`src/rtl/fp_add_pipe.sv`:
```
`default_nettype none
// +----------------------------------------------------------------------------+
// | Module   : fp_add_pipe                                                     |
// | Brief    : Pipelined parametrised FP adder (bf16 default) with valid/ready |
// |            flow control. Define FP_ADD_RNE_EN for round-to-nearest-even,   |
// |            otherwise truncation with saturating overflow.                  |
// | Revision : 1.0                                                             |
// +----------------------------------------------------------------------------+
module fp_add_pipe #(
    parameter int E_W = 8,
    parameter int M_W = 7
) (
    input  logic           clk,
    input  logic           rst,
    input  logic           valid_i,
    output logic           ready_o,
    input  logic           sa_i,
    input  logic [E_W-1:0] ea_i,
    input  logic [M_W-1:0] ma_i,
    input  logic           sb_i,
    input  logic [E_W-1:0] eb_i,
    input  logic [M_W-1:0] mb_i,
    output logic           valid_o,
    input  logic           ready_i,
    output logic           s_o,
    output logic [E_W-1:0] e_o,
    output logic [M_W-1:0] m_o,
    output logic [2:0]     flags_o
);
    localparam int c_SW  = M_W + 4;
    localparam int c_XW  = E_W + 2;
    localparam int c_LZW = $clog2(c_SW + 1);
    localparam logic [E_W-1:0] c_EMAX   = {E_W{1'b1}};
    localparam logic [M_W-1:0] c_QNAN_M = {1'b1, {(M_W-1){1'b0}}};

    logic w_adv;
    assign w_adv   = !valid_o || ready_i;
    assign ready_o = w_adv;

    // Operands are registered on accept; align, add and normalise follow.
    logic           r_in_valid, r_in_sa, r_in_sb;
    logic [E_W-1:0] r_in_ea, r_in_eb;
    logic [M_W-1:0] r_in_ma, r_in_mb;

    logic           w_az, w_bz, w_ainf, w_binf, w_anan, w_bnan, w_a_ge_b, w_inf_inf, w_snan;
    logic [M_W-1:0] w_maf, w_mbf;
    logic           w_big_s;
    logic [E_W-1:0] w_big_e, w_sml_e, w_diff;
    logic [M_W:0]   w_big_sig, w_sml_sig;
    logic [M_W+2:0] w_sml_pre, w_sml_shf;
    logic           w_sml_stk;
    logic           w_spec;
    logic [E_W+M_W:0] w_spec_res;
    logic [2:0]     w_spec_flg;

    always_comb begin
        w_az      = (r_in_ea == '0);
        w_bz      = (r_in_eb == '0);
        w_ainf    = (r_in_ea == c_EMAX) && (r_in_ma == '0);
        w_binf    = (r_in_eb == c_EMAX) && (r_in_mb == '0);
        w_anan    = (r_in_ea == c_EMAX) && (r_in_ma != '0);
        w_bnan    = (r_in_eb == c_EMAX) && (r_in_mb != '0);
        w_inf_inf = w_ainf && w_binf && (r_in_sa != r_in_sb);
        w_snan    = (w_anan && !r_in_ma[M_W-1]) || (w_bnan && !r_in_mb[M_W-1]);
        w_maf     = w_az ? '0 : r_in_ma;
        w_mbf     = w_bz ? '0 : r_in_mb;
        w_a_ge_b  = {r_in_ea, w_maf} >= {r_in_eb, w_mbf};
        if (w_a_ge_b) begin
            w_big_s   = r_in_sa;
            w_big_e   = r_in_ea;
            w_sml_e   = r_in_eb;
            w_big_sig = {~w_az, w_maf};
            w_sml_sig = {~w_bz, w_mbf};
        end else begin
            w_big_s   = r_in_sb;
            w_big_e   = r_in_eb;
            w_sml_e   = r_in_ea;
            w_big_sig = {~w_bz, w_mbf};
            w_sml_sig = {~w_az, w_maf};
        end
        w_diff    = w_big_e - w_sml_e;
        w_sml_pre = {w_sml_sig, 2'b00};
        if (32'(w_diff) >= 32'(M_W + 3)) begin
            w_sml_shf = '0;
            w_sml_stk = |w_sml_sig;
        end else begin
            w_sml_shf = w_sml_pre >> w_diff;
            w_sml_stk = |(w_sml_pre & ~({(M_W+3){1'b1}} << w_diff));
        end
        w_spec     = 1'b1;
        w_spec_flg = '0;
        if (w_anan || w_bnan || w_inf_inf) begin
            w_spec_res = {1'b0, c_EMAX, c_QNAN_M};
            w_spec_flg = {w_snan || w_inf_inf, 2'b00};
        end else if (w_ainf) begin
            w_spec_res = {r_in_sa, c_EMAX, {M_W{1'b0}}};
        end else if (w_binf) begin
            w_spec_res = {r_in_sb, c_EMAX, {M_W{1'b0}}};
        end else if (w_az && w_bz) begin
            w_spec_res = {r_in_sa & r_in_sb, {(E_W+M_W){1'b0}}};
        end else begin
            w_spec     = 1'b0;
            w_spec_res = '0;
        end
    end

    logic              r_al_valid, r_al_s, r_al_sub, r_al_spec;
    logic [E_W-1:0]    r_al_e;
    logic [c_SW-1:0]   r_al_big, r_al_sml;
    logic [E_W+M_W:0]  r_al_spec_res;
    logic [2:0]        r_al_spec_flg;

    // Swap guarantees big >= small, so the subtraction never borrows out.
    logic [c_SW:0] w_sum;
    assign w_sum = r_al_sub ? ({1'b0, r_al_big} - {1'b0, r_al_sml})
                            : ({1'b0, r_al_big} + {1'b0, r_al_sml});

    logic              r_sm_valid, r_sm_s, r_sm_spec;
    logic [E_W-1:0]    r_sm_e;
    logic [c_SW:0]     r_sm_sum;
    logic [E_W+M_W:0]  r_sm_spec_res;
    logic [2:0]        r_sm_spec_flg;

    logic [c_LZW-1:0] w_lzc;
    logic [c_SW-1:0]  w_norm;
    logic [c_XW-1:0]  w_exp_n, w_exp_r;
    logic [M_W+1:0]   w_mant_r;
    logic [M_W-1:0]   w_mant_f;
    logic             w_inexact, w_rup;
    logic             w_res_s;
    logic [E_W-1:0]   w_res_e;
    logic [M_W-1:0]   w_res_m;
    logic [2:0]       w_res_flg;

    always_comb begin
        w_lzc = c_LZW'(c_SW);
        for (int i = 0; i < c_SW; i++) begin
            if (r_sm_sum[i]) w_lzc = c_LZW'(c_SW - 1 - i);
        end
        if (r_sm_sum[c_SW]) begin
            w_norm  = {r_sm_sum[c_SW:2], r_sm_sum[1] | r_sm_sum[0]};
            w_exp_n = c_XW'(r_sm_e) + c_XW'(1);
        end else begin
            w_norm  = r_sm_sum[c_SW-1:0] << w_lzc;
            w_exp_n = c_XW'(r_sm_e) - c_XW'(w_lzc);
        end
        w_inexact = |w_norm[2:0];
`ifdef FP_ADD_RNE_EN
        w_rup = w_norm[2] && (w_norm[1] || w_norm[0] || w_norm[3]);
`else
        w_rup = 1'b0;
`endif
        w_mant_r = {1'b0, 1'b1, w_norm[c_SW-2:3]} + (M_W+2)'(w_rup);
        w_exp_r  = w_exp_n + c_XW'(w_mant_r[M_W+1]);
        w_mant_f = w_mant_r[M_W+1] ? w_mant_r[M_W:1] : w_mant_r[M_W-1:0];

        w_res_s   = r_sm_s;
        w_res_e   = w_exp_r[E_W-1:0];
        w_res_m   = w_mant_f;
        w_res_flg = {2'b00, w_inexact};
        if (r_sm_spec) begin
            {w_res_s, w_res_e, w_res_m} = r_sm_spec_res;
            w_res_flg = r_sm_spec_flg;
        end else if (r_sm_sum == '0) begin
            w_res_s   = 1'b0;
            w_res_e   = '0;
            w_res_m   = '0;
            w_res_flg = '0;
        end else if (w_exp_n[c_XW-1] || (w_exp_n == '0)) begin
            w_res_e   = '0;
            w_res_m   = '0;
            w_res_flg = 3'b001;
        end else if (w_exp_r >= {2'b00, c_EMAX}) begin
`ifdef FP_ADD_RNE_EN
            w_res_e   = c_EMAX;
            w_res_m   = '0;
`else
            w_res_e   = c_EMAX - E_W'(1);
            w_res_m   = {M_W{1'b1}};
`endif
            w_res_flg = 3'b011;
        end
    end

    // Control and output state: cleared on reset, frozen as a whole when stalled.
    always_ff @(posedge clk) begin
        if (rst) begin
            r_in_valid <= 1'b0;
            r_al_valid <= 1'b0;
            r_sm_valid <= 1'b0;
            valid_o    <= 1'b0;
            s_o        <= 1'b0;
            e_o        <= '0;
            m_o        <= '0;
            flags_o    <= '0;
        end else if (w_adv) begin
            r_in_valid <= valid_i;
            r_al_valid <= r_in_valid;
            r_sm_valid <= r_al_valid;
            valid_o    <= r_sm_valid;
            s_o        <= w_res_s;
            e_o        <= w_res_e;
            m_o        <= w_res_m;
            flags_o    <= w_res_flg;
        end
    end

    always_ff @(posedge clk) begin
        if (w_adv) begin
            r_in_sa       <= sa_i;
            r_in_ea       <= ea_i;
            r_in_ma       <= ma_i;
            r_in_sb       <= sb_i;
            r_in_eb       <= eb_i;
            r_in_mb       <= mb_i;
            r_al_s        <= w_big_s;
            r_al_e        <= w_big_e;
            r_al_sub      <= r_in_sa ^ r_in_sb;
            r_al_big      <= {w_big_sig, 3'b000};
            r_al_sml      <= {w_sml_shf, w_sml_stk};
            r_al_spec     <= w_spec;
            r_al_spec_res <= w_spec_res;
            r_al_spec_flg <= w_spec_flg;
            r_sm_s        <= r_al_s;
            r_sm_e        <= r_al_e;
            r_sm_sum      <= w_sum;
            r_sm_spec     <= r_al_spec;
            r_sm_spec_res <= r_al_spec_res;
            r_sm_spec_flg <= r_al_spec_flg;
        end
    end
endmodule
`default_nettype wire

```
`config.mk`:
```
export PLATFORM = sky130hd
export DESIGN_NAME = fp_add_pipe
export DESIGN_NICKNAME = d
export VERILOG_FILES = /design/src/rtl/fp_add_pipe.sv
export SDC_FILE = /design/constraint.sdc
export NUM_CORES = 1
export LEC_CHECK = 0
export CAP_MARGIN = 15
export CORE_MARGIN = 2
export CORE_UTILIZATION = 40
export DETAILED_ROUTE_END_ITERATION = 16
export PLACE_DENSITY = 0.64
export REMOVE_ABC_BUFFERS = 1
export SLEW_MARGIN = 0
export SYNTH_ARGS = -nofsm -noshare
export SYNTH_HDL_FRONTEND = slang
export SYNTH_SLANG_ARGS = --single-unit
```
`constraint.sdc`:
```
create_clock -name clk -period 7.5 [get_ports clk]
set_input_delay 1.5 -clock clk [delete_from_list [all_inputs] [get_ports clk]]
set_output_delay 1.5 -clock clk [all_outputs]
set_load 0.1 [all_outputs]
```
==> results.py, run 1 <==
metrics = {
    "placed_design": {
        "gp_congestion": 0.870,
        "port_buffers": 56,
        "dpl-instance-area_um2": 8010,
        "place_hpwl_um": 11600,
    },
    "worst_setup_path": {
        "path_max_fanout": 18,
        "worstPathRequired_ps": 7760,
        "timing.reg2reg.setup_slack_ps": 2450,
        "cp-start-kind": "flop",
        "cp-end-kind": "flop",
        "cp.arrival_ps": 5310,
        "critPathKind": "flop to flop",
    },
    "die": {
        "coreArea_um2": 17900,
        "rows": 49,
        "pin_count": 57,
        "die_x_um": 139,
        "start_util": 0.407,
        "die_h_um": 139,
        "die-area_um2": 19300,
    },
    "synth": {
        "ys.flop_type": "edfxtp_1",
        "synth_compound_area_frac": 0.197,
        "synthTopCellsByCount": "edfxtp_1, nand2_1, o21ai_0, nor2_1, a21oi_1",
        "synth_edf_count": 92,
        "ys_types": 76,
        "synth_xor_area_frac": 0.0273,
        "yosysSeqAreaShare": 0.442,
        "yosys-top-cells-area": "edfxtp_1, ha_1, dfxtp_1",
        "yosys_warnings": 0,
        "synth_top_family_by_area": "compound AO/OA/AOI/OAI gates",
        "synth_fa_ha_area_frac": 0.0725,
        "synth_top_cell_area_share": 0.379,
        "syn_inst": 743,
        "synth-async-reset-ratio": 0,
        "syn-cell-area_um2": 7280,
        "synth.avg_cell_area_um2": 9.80,
        "yosysMostFrequentCell": "edfxtp_1",
        "synth_top_area_cell": "edfxtp_1",
        "yosys.area_share.simple": 0.150,
        "synthMuxAreaShare": 0.0608,
        "ys_ff_latch": 115,
    },
    "detailed_routing": {
        "routedWlPerCell_um": 15.5,
        "vias": 5734,
        "wirelength_um": 16000,
        "ant_nets": 0,
        "vias_per_cell": 5.55,
        "drc_errors": 0,
        "drt-pass1-iter-count": 5,
        "drt_iter0_markers": 509,
    },
    "timing": {
        "rsz0062_at_grt": "no",
        "fin_skew_ps": 6.62,
        "slew_headroom": 0.344,
        "tightest_slew_ps": 984,
        "setup-tns-final_ps": 0,
        "clock.fmax_mhz": 198,
        "setup_viol": 0,
        "drv_slew": 0,
        "min_period_ps": 5050,
        "hold_viol": 0,
        "post-route-period-util": 0.673,
    },
    "global_routing": {
        "grt_first_pass_wirelength_um": 26800,
        "use_met3": 0.0376,
        "grt_overflow": 0,
        "grtUsageTotal": 0.170,
        "grt_util_met1": 0.231,
        "grt_max_degree": 63,
        "first_global_vias": 5392,
        "grtUsageMet2": 0.273,
        "antenna_found_initial": 0,
        "top_usage_layer": "met2",
    },
    "final_layout": {
        "final_cell_area_um2": 8590,
        "n_antenna_cell": 0,
        "drive_gt1_frac": 0.0733,
        "area_growth_pct": 17.9,
        "fin_nets": 869,
        "multi_input_area_um2": 3700,
        "seqCellArea_um2": 3220,
        "fillers": 1701,
    },
    "clocking": {
        "clkSlewWorstSetupHoldPaths_ps": 50,
        "cts_hold_buffers": 0,
        "numCtsBuffers": 17,
        "clock_latency_ps": 410,
        "h-tree-depth": 4,
        "tritoncts": "done",
        "cts_sinks": 115,
        "cts-root-buf": "clkbuf_16",
        "postCtsSetupRepairBufs": 0,
        "clk_path_buf_depth": 2,
        "cts_resized": 0,
    },
    "hold_path": {
        "hold_class": "flop to flop",
    },
    "power_and_ir_drop": {
        "power_density_nw_per_um2": 292,
        "p_int_mw": 1.60,
        "pwr-share-seq": 0.351,
        "leakagePower_nw": 3.35,
        "combPwrFrac": 0.334,
        "power.switching_uw": 908,
        "sw_frac_of_total": 0.361,
        "clkPwrFrac": 0.315,
        "vdd_ir_drop_max_mv": 0.320,
    },
    "status": {
        "status": "completed",
    },
    "flow_run": {
        "cap_violations": 0,
    },
}
## cells in the final DEF, fill, tap and decap left out, types with 7 or more instances in the layout
| cell | netlist | layout |
|---|---|---|
| clkbuf_16 | 0 | 17 |
| nand3_1 | 13 | 13 |
| a21oi_1 | 50 | 50 |
| o211ai_1 | 7 | 7 |
| dfxtp_1 | 23 | 23 |
| nor4_1 | 9 | 9 |
| ha_1 | 39 | 39 |
| nand2_1 | 72 | 72 |
| a21o_1 | 7 | 7 |
| nor2b_1 | 12 | 12 |
| nor2_1 | 57 | 57 |
| o21ai_0 | 60 | 60 |
| clkdlybuf4s50_1 | 0 | 56 |
| mux2i_1 | 36 | 36 |
| inv_1 | 47 | 47 |
| nand2b_1 | 7 | 7 |
| nand4_1 | 7 | 7 |
| nor3_1 | 18 | 18 |
| or3_1 | 7 | 7 |
| xnor2_1 | 13 | 13 |
| edfxtp_1 | 92 | 92 |
| a31oi_1 | 10 | 10 |
| a211oi_1 | 16 | 16 |
## power by group through the flow
stage	sequential, mW	clock [mW]	combinational (mW)
4_1_cts	0.882	0.808	0.835
3_3_place_gp	0.892	0	0.827
6_report	0.882	0.791	0.838
3_5_place_dp	0.894	0	0.829
5_1_grt	0.898	0.835	0.915
2_1_floorplan	1.06	0	0.455
## sequential cells by signal (all words and copies together) (netlist names), 3 cells and up
name	cells
e_o	8
flags_o	3
m_o	7
r_al_big	8
r_al_e	8
r_al_sml	11
r_al_spec_res	3
r_in_ea	8
r_in_eb	8
r_in_ma	7
r_in_mb	7
r_sm_e	8
r_sm_spec_res	3
r_sm_sum	12
## worst max-delay path: stages, from the launching register on
cell and delay, ps:
edfxtp_1 510, nor4_1 440, nand2_1 330, and2_1 310, ha_1 310, a21oi_1 140
o21ai_0 90, a21oi_1 610, o21a_4 360, mux2i_1 220, ha_1 160, inv_1 60
o221ai_4 80, xor2_2 660, mux2i_1 310, nand3_1 100, a21oi_1 170
## stage by stage
step	hold slack (ps)	util	instances	power, mW	setup slack (ps)
floorplan	400	-	711	1.52	993
global placement	404	0.448	1002	1.72	2570
detailed placement	405	0.448	1002	1.72	2540
CTS	414	0.480	1034	2.52	2530
global route	428	0.480	1034	2.65	2110
finish	413	0.480	1034	2.51	2450
## area by class of cell
type                    count  share of cell area
multi-input cells         544               0.431
flip-flops and latches    115               0.375
repair buffers             62              0.0705
inverters                  52              0.0230
well taps                 229              0.0334
clock inverters            11              0.0159
clock buffers              21              0.0513
## kinds of logic (layout without fill, tap and decap cells)
kind of cell | count (synthesis) | count (layout)
AND/OR/NAND/NOR | 227 | 227
AO/OA/AOI/OAI | 214 | 214
flip-flops | 115 | 115
buffers and inverters | 84 | 146
adder cells (fa/ha/maj) | 41 | 41
multiplexers | 41 | 41
XOR/XNOR | 21 | 21
## layer usage
metal | vias to the layer above | part of all wire
met5 | - | 0
met4 | 0 | 0.014
met3 | 21 | 0.046
met2 | 173 | 0.47
met1 | 2692 | 0.47
li1 | 2848 | -
## path summary, 6_finish.rpt
check | from | to | cells past startpoint
min | r_al_e[0] | r_sm_e[0] | 0
max | r_in_ea[1] | r_al_sml[1] | 16
min reg2reg | r_al_e[0] | r_sm_e[0] | 0
max reg2reg | r_in_ea[1] | r_al_sml[1] | 16
Power figures use the tool's default switching activity.
==> inputs of run 2 (changes only) <==
--- a/config.mk
+++ b/config.mk
@@ -9,7 +9,7 @@
 export CORE_MARGIN = 2
 export CORE_UTILIZATION = 40
 export DETAILED_ROUTE_END_ITERATION = 16
-export PLACE_DENSITY = 0.64
+export PLACE_DENSITY = 0.67
 export REMOVE_ABC_BUFFERS = 1
 export SLEW_MARGIN = 0
 export SYNTH_ARGS = -nofsm -noshare
==> constraint.sdc (replaced) <==
create_clock -name clk -period 4.55 [get_ports clk]
set_input_delay 0.91 -clock clk [delete_from_list [all_inputs] [get_ports clk]]
set_output_delay 0.91 -clock clk [all_outputs]
set_load 0.1 [all_outputs]
==> results.py, run 2 (same netlist as run 1, synthesis figures left out) <==
metrics = {
    "detailed_routing": {
        "vias": 5691,
        "wirelength_um": 15900,
        "vias_per_cell": 5.44,
        "drt-pass1-iter-count": 5,
        "drc_errors": 0,
        "routedWlPerCell_um": 15.2,
        "ant_nets": 0,
        "drt_iter0_markers": 410,
    },
    "final_layout": {
        "regMostFlops": "r_sm_sum",
        "area_growth_pct": 20.5,
        "largest_register_ff_count": 12,
        "seqCellArea_um2": 3220,
        "mostFrequentLayoutCell": "edfxtp_1",
        "drive_gt1_frac": 0.0930,
        "fillers": 1634,
        "n_antenna_cell": 0,
        "multi_input_area_um2": 3730,
        "fin_nets": 881,
        "final_cell_mix": "edfxtp_1, nand2_1, o21ai_0",
        "layout.cells.non_filler": 1046,
        "reg_top3": "r_sm_sum: 12 flops, r_al_sml: 11 flops",
    },
    "die": {
        "die-area_um2": 19300,
        "die_h_um": 139,
        "die_x_um": 139,
        "coreArea_um2": 17900,
        "pin_count": 57,
        "start_util": 0.407,
        "rows": 49,
    },
    "hold_path": {
        "hold_class": "flop to flop",
        "hp-start": "r_al_e[7]",
        "min_to": "r_sm_e[7]",
        "worstHoldPathCells": 0,
    },
    "timing": {
        "slew_headroom": 0.350,
        "holdWs_ps": 418,
        "min_period_ps": 4190,
        "setup_viol": 0,
        "fin_skew_ps": 9.22,
        "drv_slew": 0,
        "tightest_slew_ps": 972,
        "hold_viol": 0,
        "post-route-period-util": 0.921,
        "clock.fmax_mhz": 239,
    },
    "global_routing": {
        "grt_max_degree": 76,
        "first_global_vias": 5465,
        "grt_first_pass_wirelength_um": 26700,
        "grtUsageTotal": 0.170,
        "antenna_found_initial": 0,
        "grt_overflow": 0,
    },
    "status": {
        "status": "completed",
    },
    "flow_run": {
        "cap_violations": 0,
    },
    "placed_design": {
        "place_hpwl_um": 11600,
        "port_buffers": 56,
        "placed_cells": 1014,
        "gp_congestion": 0.894,
    },
    "clocking": {
        "tritoncts": "done",
        "postCtsSetupRepairBufs": 0,
        "numCtsBuffers": 17,
        "clk_path_buf_depth": 2,
        "cts_hold_buffers": 0,
        "clkSlewWorstSetupHoldPaths_ps": 50,
        "h-tree-depth": 4,
        "clock_latency_ps": 420,
        "cts-root-buf": "clkbuf_16",
        "cts_resized": 0,
        "cts_sinks": 115,
    },
    "worst_setup_path": {
        "r2r-start": "r_in_ea[4]",
        "cp.arrival_ps": 4340,
        "cp-end-kind": "flop",
        "path_max_fanout": 12,
        "timing.reg2reg.setup_slack_ps": 360,
        "worstPathRequired_ps": 4700,
        "worstRegToRegCells": 16,
        "critPathKind": "flop to flop",
        "reg2reg_to": "r_al_sml[0]",
        "cp-start-kind": "flop",
    },
    "power_and_ir_drop": {
        "power.switching_mw": 1.49,
        "power_density_nw_per_um2": 487,
        "leakagePower_nw": 3.45,
        "pwr-share-seq": 0.333,
        "vdd_ir_drop_max_mv": 0.472,
        "p_int_mw": 2.78,
        "clkPwrFrac": 0.329,
        "sw_frac_of_total": 0.349,
        "p_total_mw": 4.28,
        "combPwrFrac": 0.338,
    },
}
[run 2: changes by cell type in the layout (fill, tap and decap cells not counted), moves of 2 or more]
cell	change
buf_12	+2
buf_4	+11
bufinv_16	+2
clkinv_1	+2
clkinv_2	-2
nand2_1	-2
nand2_2	+2
nor4_1	-2
[run 2: final cells by class]
cell class	count	area share
repair buffers	74	0.0818
clock inverters	12	0.0212
multi-input cells	544	0.425
well taps	229	0.0326
clock buffers	20	0.0498
inverters	52	0.0225
flip-flops and latches	115	0.367
[run 2: worst max path at each step]
stage	slack, ps	start	end
global placement	380	r_in_ea[4]	r_al_sml[0]
finish	360	r_in_ea[4]	r_al_sml[0]
CTS	180	r_in_ea[4]	r_al_sml[0]
floorplan	-1240	valid_o	r_al_big[10]
detailed placement	200	r_in_ea[4]	r_al_sml[0]
global route	-20	r_in_ea[4]	r_al_sml[0]
[run 2: per-layer routing]
layer | share of wire | up-vias | GRT usage
li1 | - | 2872 | -
met1 | 0.47 | 2628 | 0.226
met2 | 0.46 | 171 | 0.269
met3 | 0.050 | 20 | 0.0432
met4 | 0.018 | 0 | 0.0649
met5 | 0 | - | 0
[run 2: through the flow]
step                worst slack [ps]   util  setup TNS (ps)  area, µm²
floorplan                      -1240      -         -130070       7120
global placement                 376  0.454               0       8120
detailed placement               205  0.454               0       8120
CTS                              182  0.489               0       8750
global route                   -16.7  0.490           -16.7       8780
finish                           360  0.490               0       8780
[run 2: worst max-delay path, cell delays in order (launching register included)]
cell,delay (ps)
edfxtp_1,490
nor4_2,430
nand2_2,220
and2_1,260
ha_1,320
a21oi_1,150
o21ai_0,90
a21oi_1,230
o21a_4,310
mux2i_1,230
ha_1,160
inv_1,60
o221ai_4,80
a31oi_1,160
or3_1,340
a311oi_1,270
mux2i_1,110
[run 2: power groups by stage]
stage,clock [mW],combinational (mW),sequential (mW)
final,1.41,1.45,1.42
after global routing,1.49,1.57,1.45
after CTS,1.44,1.44,1.42
after detailed placement,0,1.43,1.44
after global placement,0,1.43,1.44
after floorplan,0,0.750,1.75
